$ cat src/rtl/swervolf_input_debounce_if.sv
// ---------------------------------------------------------------------------
// swervolf_input_debounce_if
//   Groups the switch conditioner's data and interrupt signals so the board
//   toplevel connects them as one bundle. The clock and reset stay plain
//   ports on the conditioner.
//
//   Signals (names match the conditioner's port list):
//     i_sw        raw asynchronous switch levels        (board -> conditioner)
//     i_irq_mask  per-bit enable for interrupt setting  (board -> conditioner)
//     i_irq_clr   synchronous clear of o_irq            (board -> conditioner)
//     o_sw        debounced levels                      (conditioner -> board)
//     o_rise      one-cycle accepted 0->1 pulses        (conditioner -> board)
//     o_fall      one-cycle accepted 1->0 pulses        (conditioner -> board)
//     o_irq       sticky change interrupt               (conditioner -> board)
//
//   Modports:
//     master  the side that owns the switch pins and consumes the results
//     slave   the debounce block itself
// ---------------------------------------------------------------------------
interface swervolf_input_debounce_if #(
  parameter int WIDTH = 16
);

  logic [WIDTH-1:0] i_sw;
  logic [WIDTH-1:0] i_irq_mask;
  logic             i_irq_clr;
  logic [WIDTH-1:0] o_sw;
  logic [WIDTH-1:0] o_rise;
  logic [WIDTH-1:0] o_fall;
  logic             o_irq;

  modport master (
    output i_sw,
    output i_irq_mask,
    output i_irq_clr,
    input  o_sw,
    input  o_rise,
    input  o_fall,
    input  o_irq
  );

  modport slave (
    input  i_sw,
    input  i_irq_mask,
    input  i_irq_clr,
    output o_sw,
    output o_rise,
    output o_fall,
    output o_irq
  );

endinterface

$ cat src/rtl/swervolf_input_debounce.sv
// ---------------------------------------------------------------------------
// swervolf_input_debounce
//   Input conditioner for the board slide switches, feeding i_gpio[31:16] of
//   swervolf_core. Each bit is synchronised with two flops, then debounced:
//   a shared free-running prescaler produces a tick every TICK_CYCLES clocks,
//   and a per-bit 4-bit counter requires a changed level to persist across
//   STABLE_TICKS ticks before it is accepted into o_sw. Accepted changes emit
//   registered one-cycle rise/fall pulses and can set a sticky interrupt.
//
//   Parameters:
//     WIDTH         number of independent input bits
//     TICK_CYCLES   clock cycles per debounce tick (>= 2)
//     STABLE_TICKS  ticks a changed level must persist (1..15)
//
//   Ports:
//     i_clk   core clock (clk_core)
//     i_rst   asynchronous, active-high reset; clears every register
//     bus     slave side of swervolf_input_debounce_if
//             (i_sw, i_irq_mask, i_irq_clr in; o_sw, o_rise, o_fall, o_irq out)
// ---------------------------------------------------------------------------
module swervolf_input_debounce #(
  parameter int WIDTH        = 16,
  parameter int TICK_CYCLES  = 25000,
  parameter int STABLE_TICKS = 10
) (
  input  logic                        i_clk,
  input  logic                        i_rst,
  swervolf_input_debounce_if.slave    bus
);

  // Prescaler width: enough bits to hold TICK_CYCLES-1.
  localparam int              PW          = (TICK_CYCLES > 2) ? $clog2(TICK_CYCLES) : 1;
  localparam logic [PW-1:0]   TICK_LAST   = PW'(TICK_CYCLES - 1);
  localparam logic [PW-1:0]   PRESC_ZERO  = PW'(0);
  localparam logic [PW-1:0]   PRESC_ONE   = PW'(1);
  localparam logic [3:0]      STABLE_LAST = 4'(STABLE_TICKS - 1);

  // Synchroniser stages; only sync1_r ever samples the raw pins.
  logic [WIDTH-1:0] sync1_r;
  logic [WIDTH-1:0] sync2_r;

  // Shared tick prescaler.
  logic [PW-1:0]    presc_r;
  logic             tick_s;

  // Per-bit stability counters and their next-state values.
  logic [3:0]       cnt_r     [WIDTH];
  logic [3:0]       cnt_nxt_s [WIDTH];

  // A bit is "pending" while its synchronised level differs from o_sw.
  logic [WIDTH-1:0] diff_s;
  logic [WIDTH-1:0] accept_s;

  // Registered outputs.
  logic [WIDTH-1:0] sw_r;
  logic [WIDTH-1:0] rise_r;
  logic [WIDTH-1:0] fall_r;
  logic             irq_r;
  logic             irq_set_s;

  assign tick_s = (presc_r == TICK_LAST);
  assign diff_s = sync2_r ^ sw_r;

  // The interrupt looks at the pulses already on the outputs, so it rises
  // one cycle after the pulse and a set in that cycle beats a clear.
  assign irq_set_s = |((rise_r | fall_r) & bus.i_irq_mask);

  // Two-flop synchroniser for the asynchronous switch pins.
  always_ff @(posedge i_clk or posedge i_rst) begin
    if (i_rst) begin
      sync1_r <= '0;
      sync2_r <= '0;
    end else begin
      sync1_r <= bus.i_sw;
      sync2_r <= sync1_r;
    end
  end

  // Free-running tick prescaler, wraps after TICK_CYCLES-1.
  always_ff @(posedge i_clk or posedge i_rst) begin
    if (i_rst) begin
      presc_r <= PRESC_ZERO;
    end else if (tick_s) begin
      presc_r <= PRESC_ZERO;
    end else begin
      presc_r <= presc_r + PRESC_ONE;
    end
  end

  // Per-bit stability decision: any cycle where the level matches o_sw
  // restarts the count, so short glitches never accumulate.
  always_comb begin
    accept_s = '0;
    for (int i = 0; i < WIDTH; i++) begin
      cnt_nxt_s[i] = 4'd0;
    end
    for (int i = 0; i < WIDTH; i++) begin
      if (diff_s[i]) begin
        if (tick_s) begin
          if (cnt_r[i] == STABLE_LAST) begin
            accept_s[i]  = 1'b1;
            cnt_nxt_s[i] = 4'd0;
          end else begin
            cnt_nxt_s[i] = cnt_r[i] + 4'd1;
          end
        end else begin
          cnt_nxt_s[i] = cnt_r[i];
        end
      end else begin
        cnt_nxt_s[i] = 4'd0;
      end
    end
  end

  // Stability counter registers.
  always_ff @(posedge i_clk or posedge i_rst) begin
    if (i_rst) begin
      for (int i = 0; i < WIDTH; i++) begin
        cnt_r[i] <= 4'd0;
      end
    end else begin
      for (int i = 0; i < WIDTH; i++) begin
        cnt_r[i] <= cnt_nxt_s[i];
      end
    end
  end

  // Debounced level and edge pulses. An accepted bit always differs from
  // o_sw, so accepting it is a toggle; the new value is the sync level.
  always_ff @(posedge i_clk or posedge i_rst) begin
    if (i_rst) begin
      sw_r   <= '0;
      rise_r <= '0;
      fall_r <= '0;
    end else begin
      sw_r   <= sw_r ^ accept_s;
      rise_r <= accept_s & sync2_r;
      fall_r <= accept_s & ~sync2_r;
    end
  end

  // Sticky change interrupt with synchronous clear.
  always_ff @(posedge i_clk or posedge i_rst) begin
    if (i_rst) begin
      irq_r <= 1'b0;
    end else begin
      irq_r <= (irq_r & ~bus.i_irq_clr) | irq_set_s;
    end
  end

  assign bus.o_sw   = sw_r;
  assign bus.o_rise = rise_r;
  assign bus.o_fall = fall_r;
  assign bus.o_irq  = irq_r;

endmodule

$ cat src/flat_wrapper.sv
// flat-port wrapper written by rule: the top's interface ports become plain ports
module swervolf_input_debounce_flat 
#(
  parameter int WIDTH        = 16,
  parameter int TICK_CYCLES  = 25000,
  parameter int STABLE_TICKS = 10
)
  (i_clk, i_rst, bus_i_sw, bus_i_irq_mask, bus_i_irq_clr, bus_o_sw, bus_o_rise, bus_o_fall, bus_o_irq);
  swervolf_input_debounce_if #(.WIDTH(WIDTH)) bus_i ();
  input  logic i_clk;
  input  logic i_rst;
  input wire logic [$bits(bus_i.i_sw)-1:0] bus_i_sw;
  input wire logic [$bits(bus_i.i_irq_mask)-1:0] bus_i_irq_mask;
  input wire logic [$bits(bus_i.i_irq_clr)-1:0] bus_i_irq_clr;
  output wire logic [$bits(bus_i.o_sw)-1:0] bus_o_sw;
  output wire logic [$bits(bus_i.o_rise)-1:0] bus_o_rise;
  output wire logic [$bits(bus_i.o_fall)-1:0] bus_o_fall;
  output wire logic [$bits(bus_i.o_irq)-1:0] bus_o_irq;
  assign bus_i.i_sw = bus_i_sw;
  assign bus_i.i_irq_mask = bus_i_irq_mask;
  assign bus_i.i_irq_clr = bus_i_irq_clr;
  assign bus_o_sw = bus_i.o_sw;
  assign bus_o_rise = bus_i.o_rise;
  assign bus_o_fall = bus_i.o_fall;
  assign bus_o_irq = bus_i.o_irq;
  swervolf_input_debounce #(.WIDTH(WIDTH), .TICK_CYCLES(TICK_CYCLES), .STABLE_TICKS(STABLE_TICKS)) u_core (.i_clk(i_clk), .i_rst(i_rst), .bus(bus_i));
endmodule
$ cat config.mk
export PLATFORM = sky130hd
export DESIGN_NAME = swervolf_input_debounce_flat
export DESIGN_NICKNAME = d
export VERILOG_FILES = /design/src/rtl/swervolf_input_debounce_if.sv /design/src/rtl/swervolf_input_debounce.sv /design/src/flat_wrapper.sv
export SDC_FILE = /design/constraint.sdc
export NUM_CORES = 1
export LEC_CHECK = 0
export ABC_AREA = 1
export BUFFER_PORTS_ARGS = -buffer_cell sky130_fd_sc_hd__buf_2
export CAP_MARGIN = 40
export CORE_ASPECT_RATIO = 1.4
export CORE_MARGIN = 2
export CORE_UTILIZATION = 50
export CTS_CLUSTER_DIAMETER = 150
export DETAILED_ROUTE_END_ITERATION = 6
export PLACE_DENSITY = 0.79
export SYNTH_ARGS = -nofsm -noshare
export SYNTH_HDL_FRONTEND = slang
export SYNTH_SLANG_ARGS = --single-unit
$ cat constraint.sdc
create_clock -name i_clk -period 4.5 [get_ports i_clk]
set_input_delay 0.45 -clock i_clk [delete_from_list [all_inputs] [get_ports i_clk]]
set_output_delay 0.45 -clock i_clk [all_outputs]
set_load 0.05 [all_outputs]
### Yosys cells after proc, flatten, opt, wreduce, memory -nomap -nowiden

Cells that the tools add are included.

| storage, ports and cells | value |
|---|---|
| register bits after elaboration | 160 |
| bits in latches | 0 |
| memory bits (writable) | 0 |
| bits in read-only memories | 0 |
| input bits | 35 |
| output and inout bits | 49 |
| logic and storage cells | 181 |
| memories kept | 0 |

| cells by class | value |
|---|---|
| add/subtract/negate cells | 17 |
| $mul | 0 |
| divide/modulo/power cells | 0 |
| $lt $le $gt $ge | 0 |
| equal/unequal tests | 33 |
| shift-type cells | 0 |
| mux-type cells | 97 |
| bitwise gates (word level) | 10 |
| reductions and logical operators | 1 |

Operators by type and width:

| cell | number |
|---|---|
| 4-bit 2-to-1 mux | 48 |
| 4-bit by 1-bit adder with 4-bit output (second input constant) | 16 |
| 4-bit == test (second input constant) | 16 |
| 16-bit AND | 3 |
| 1-bit 2-to-1 mux | 48 |
| 2-bit by 1-bit != test with 1-bit output (second input constant) | 16 |
| 16-bit XOR | 2 |
| 16-bit NOT | 1 |
| 16-bit OR | 1 |
| 16-bit OR reduction | 1 |
| 15-bit by 1-bit adder with 15-bit output (second input constant) | 1 |
| 15-bit == test (second input constant) | 1 |
| 15-bit 2-to-1 mux | 1 |
| 1-bit AND | 1 |
| 1-bit NOT | 1 |
| 1-bit OR | 1 |

### Logic depth before layout (Yosys ltp)

| depth | value |
|---|---|
| depth after elaboration | 5 |
| gate-level depth with buffers | 10 |
| gate-level depth less buffers | 9 |

### Worst setup path before layout

No wires, ideal clock.

| path | value |
|---|---|
| path kind | register to register |
| start point | register u_core.presc_r[0] |
| end point | register u_core.cnt_r[12] in the netlist's numbering |
| setup time | 118 ps |
| arrival time | 1356 ps |
| slack | 3026 ps |
| cell stages (with the launch flop) | 9 |
| path buffers | 2 |
| path through | dfrtp_1 > ha_1 > nand2_1 > nor3_4 > nand2_2 > buf_4 > buf_6 > nand3_1 > nand2_1 |

| between the ends | value |
|---|---|
| word-level cells in the longest chain between the ends | 2 |

Ends and longest elaborated chain:

| element | RTL line | source |
|---|---|---|
| start: declaration | swervolf_input_debounce.sv:43 | `logic [PW-1:0] presc_r;` |
| start signal: assignment | swervolf_input_debounce.sv:86 | `presc_r <= presc_r + PRESC_ONE;` |
| 15-bit == test | swervolf_input_debounce.sv:61 | `assign tick_s = (presc_r == TICK_LAST);` |
| 2-bit by 1-bit != test with 1-bit output (no line) | n/a |  |
| end signal: indexed assignment | swervolf_input_debounce.sv:123 | `cnt_r[i] <= cnt_nxt_s[i];` |
| end: declaration | swervolf_input_debounce.sv:47 | `logic [3:0] cnt_r [WIDTH];` |

No other way between the ends.
A chain may end at the register's enable or synchronous reset.

### Final worst setup path

| path | value |
|---|---|
| start point | register u_core.presc_r[10] |
| end point | register u_core.fall_r[15], in the netlist u_core.bus.o_fall[15] |

| between the ends | value |
|---|---|
| word-level cells in the longest chain between the ends | 4 |

Ends and longest elaborated chain:

| element | RTL line | source |
|---|---|---|
| 15-bit == test | swervolf_input_debounce.sv:61 |  |
| 1-bit 2-to-1 mux | swervolf_input_debounce.sv:99 | `if (tick_s) begin` |
| 1-bit 2-to-1 mux | swervolf_input_debounce.sv:98 | `if (diff_s[i]) begin` |
| 16-bit AND | swervolf_input_debounce.sv:138 | `fall_r <= accept_s & ~sync2_r;` |
| end signal: assignment | swervolf_input_debounce.sv:138 |  |
| end: declaration | swervolf_input_debounce.sv:57 | `logic [WIDTH-1:0] fall_r;` |

No other way between the ends.

==> flow_summary.toml <==
[global_route]
grt.overflow.total = 0
grt_max_degree = 161
grt_pass1_vias = 5894
grt_antenna_before_repair = 0
groute.usage.overall_pct = 20.8
grt_pass1_wl_um = 26900

[critical_path]
critical_path_peak_fanout = 63
r2r_slack_ns = 2.07
worstSetupEndpointType = "flip-flop"
crit_required_ns = 4.82
reg2reg_depth = 6
arrival_ns = 2.75
critPathKind = "reg -> reg"
startpoint_type = "flip-flop"

[placement]
gp_congestion = 0.791
dp.cells = 1177
dp_hpwl_um = 10300
io_buffer_count = 83

[power]
power_density_nw_per_um2 = 324
power.leakage_nw = 4.80
ir_worst_vdd_uv = 213

[floorplanning]
die_h_um = 151
coreArea_um2 = 15100
rows = 53
die-area_um2 = 16400
initial_core_util_pct = 51.1
pin_count = 84
fp.dieW_um = 109

[drt]
drtPass1Iterations = 5
routed-wl-met2_um = 8170
wl_met3_um = 661
wl_per_cell_um = 13.1
routed.top_layer = "met4"
first_iter_violations = 291
drt-total-wl_um = 15800
drc_errors = 0
wl_met1_um = 6700
via_count = 6268
via_per_inst = 5.18
drt.antenna.violating_nets = 0

[finish]
diodes = 0
final_nets = 1072
fin_cells = 1209
areaGrowthSynthToFinish_pct = 15.2
seqCellArea_um2 = 4000
fillers = 1317
multiInputGateArea_um2 = 3290
drive_gt1_share_pct = 13.8

[hold_path]
hold_path.class = "in -> reg"
min_path_cells = 1

[clocking]
numCtsBuffers = 17
clockBufferDepth = 2
post_cts_resized = 0
cts_tree = "built"
clock-root-buffer = "clkbuf_16"
clkLatencyLatePin_ns = 0.42
cts_setup_buffers = 0
h-tree-depth = 4
holdBufCountCts = 0
clk_pin_slew_ns = 0.07
cts_sinks = 160

[synth]
yosysMostFrequentCell = "nand2_1"
synth_warnings = 0
synth_seq_cells = 160
syn_inst = 917
ys_seq_area_share_pct = 52.1
synth.top_cell.area_share_pct = 52.1
yosys.cell_types.count = 21
async_flop_share_pct = 100
synth_area_leaders = "dfrtp_1 52%, nand3_1 11%, nand2_1 10%, nor2_1 7.6%, ha_1 5.4%"
synth_common_cells = "206 x nand2_1, 172 x nand3_1, 160 x dfrtp_1"
ys.flop_type = "dfrtp_1"
syn_avg_cell_area_um2 = 8.39
synth_edf_count = 0
syn_nets = 985
yosys.area.top_type = "dfrtp_1"
netlist_area_um2 = 7690

[timing]
max_slew.worst_pin.slew_ns = 0.842
rsz0062_at_grt = "false"
maxSlewHeadroom_pct = 43.8
min_period_over_period_pct = 54.0
clock_skew_ns = 0.00878
hold_viol_final = 0
finalCriticalPeriod_ns = 2.43
fin_tns_setup_ns = 0
drv_slew = 0
setup_viol = 0
fmax_ghz = 0.412

[job]
cap_violations = 0

[status]
status = "finished, final reports clean"
[state kept, by name, indices dropped and copies added, names as in the netlist, named ones only]
register,cells
u_core.bus.o_fall,16
u_core.bus.o_irq,1
u_core.bus.o_rise,16
u_core.cnt_r,64
u_core.presc_r,15
u_core.sync1_r,16
u_core.sync2_r,16
[cells in the final DEF, fill, tap and decap left out]
cell type and instances:
clkbuf_1 1, clkinv_2 1, a21oi_1 4, nor3_1 5, clkinv_4 2, buf_2 83
nor2_4 2, clkinvlp_4 3, buf_4 3, ha_1 33, xnor2_1 15, nand3b_1 1
clkbuf_8 2, dfrtp_1 160, inv_1 74, nor3_4 1, o21ai_0 9, buf_16 1
nand2_2 1, clkbuf_16 17, nor2_1 156, xor2_1 9, buf_12 1, or2_2 16
inv_6 7, nand3_1 172, nand4_1 32, nand2_1 206
[power by group]
part	leakage, nW	internal [mW]	switching, mW
Clock	0.269	0.748	0.594
Sequential	2.15	1.45	0.00748
Combinational	2.38	0.0180	0.0522
[path summary, 6_finish.rpt]
kind / from / to
min in group asynchronous: i_rst / u_core.sync2_r[12]$_DFF_PP0_
setup reg to reg: u_core.presc_r[10]$_DFF_PP0_ / u_core.bus.o_fall[15]$_DFF_PP0_
hold reg to reg: u_core.sync1_r[9]$_DFF_PP0_ / u_core.sync2_r[9]$_DFF_PP0_
max in group asynchronous: i_rst / u_core.sync2_r[4]$_DFF_PP0_
hold / removal: bus_i_sw[13] / u_core.sync1_r[13]$_DFF_PP0_
setup / recovery: u_core.presc_r[10]$_DFF_PP0_ / u_core.bus.o_fall[15]$_DFF_PP0_
[area by class of cell]
cell class / count / share of cell area (%)
timing repair buffer: 88 / 5.48
multi-input combinational: 662 / 37.1
sequential: 160 / 45.2
inverter: 75 / 3.22
clock inverter: 12 / 1.12
tap: 192 / 2.71
clock buffer: 20 / 5.16
[metal layers]
metal  vias to the layer above  global-route usage, %
met5                         -                      0
li1                       3151                      -
met3                        16                   3.98
met1                      2967                   26.0
met2                       134                   35.8
met4                         0                   7.44
[kinds of logic after synthesis]
family                   synth area share (%)
AO/OA/AOI/OAI                           0.846
AND/OR/NAND/NOR                          33.8
flip-flops                               52.1
adder cells (fa/ha/maj)                  5.37
XOR/XNOR                                 2.73
buffers and inverters                    5.21
[worst max-delay path, stage by stage, from the launching register on]
cell,delay [ns]
dfrtp_1,0.43
nor2_1,0.18
nand3_1,0.13
nor2_4,0.68
nand2_2,0.18
buf_4,0.40
nor3_1,0.27
[metrics by stage]
step	cell area (um^2)	power, mW	util [%]	worst slack (ns)	hold slack [ns]
5_1_grt	8860	2.97	58.8	1.83	0.114
2_1_floorplan	7690	1.53	-	2.02	0.331
6_report	8860	2.87	58.8	2.07	0.129
3_5_place_dp	8300	1.56	55.1	2.08	0.336
4_1_cts	8860	2.89	58.8	2.04	0.121
3_3_place_gp	8270	1.56	55.0	2.13	0.335
Power figures use the tool's default switching activity.
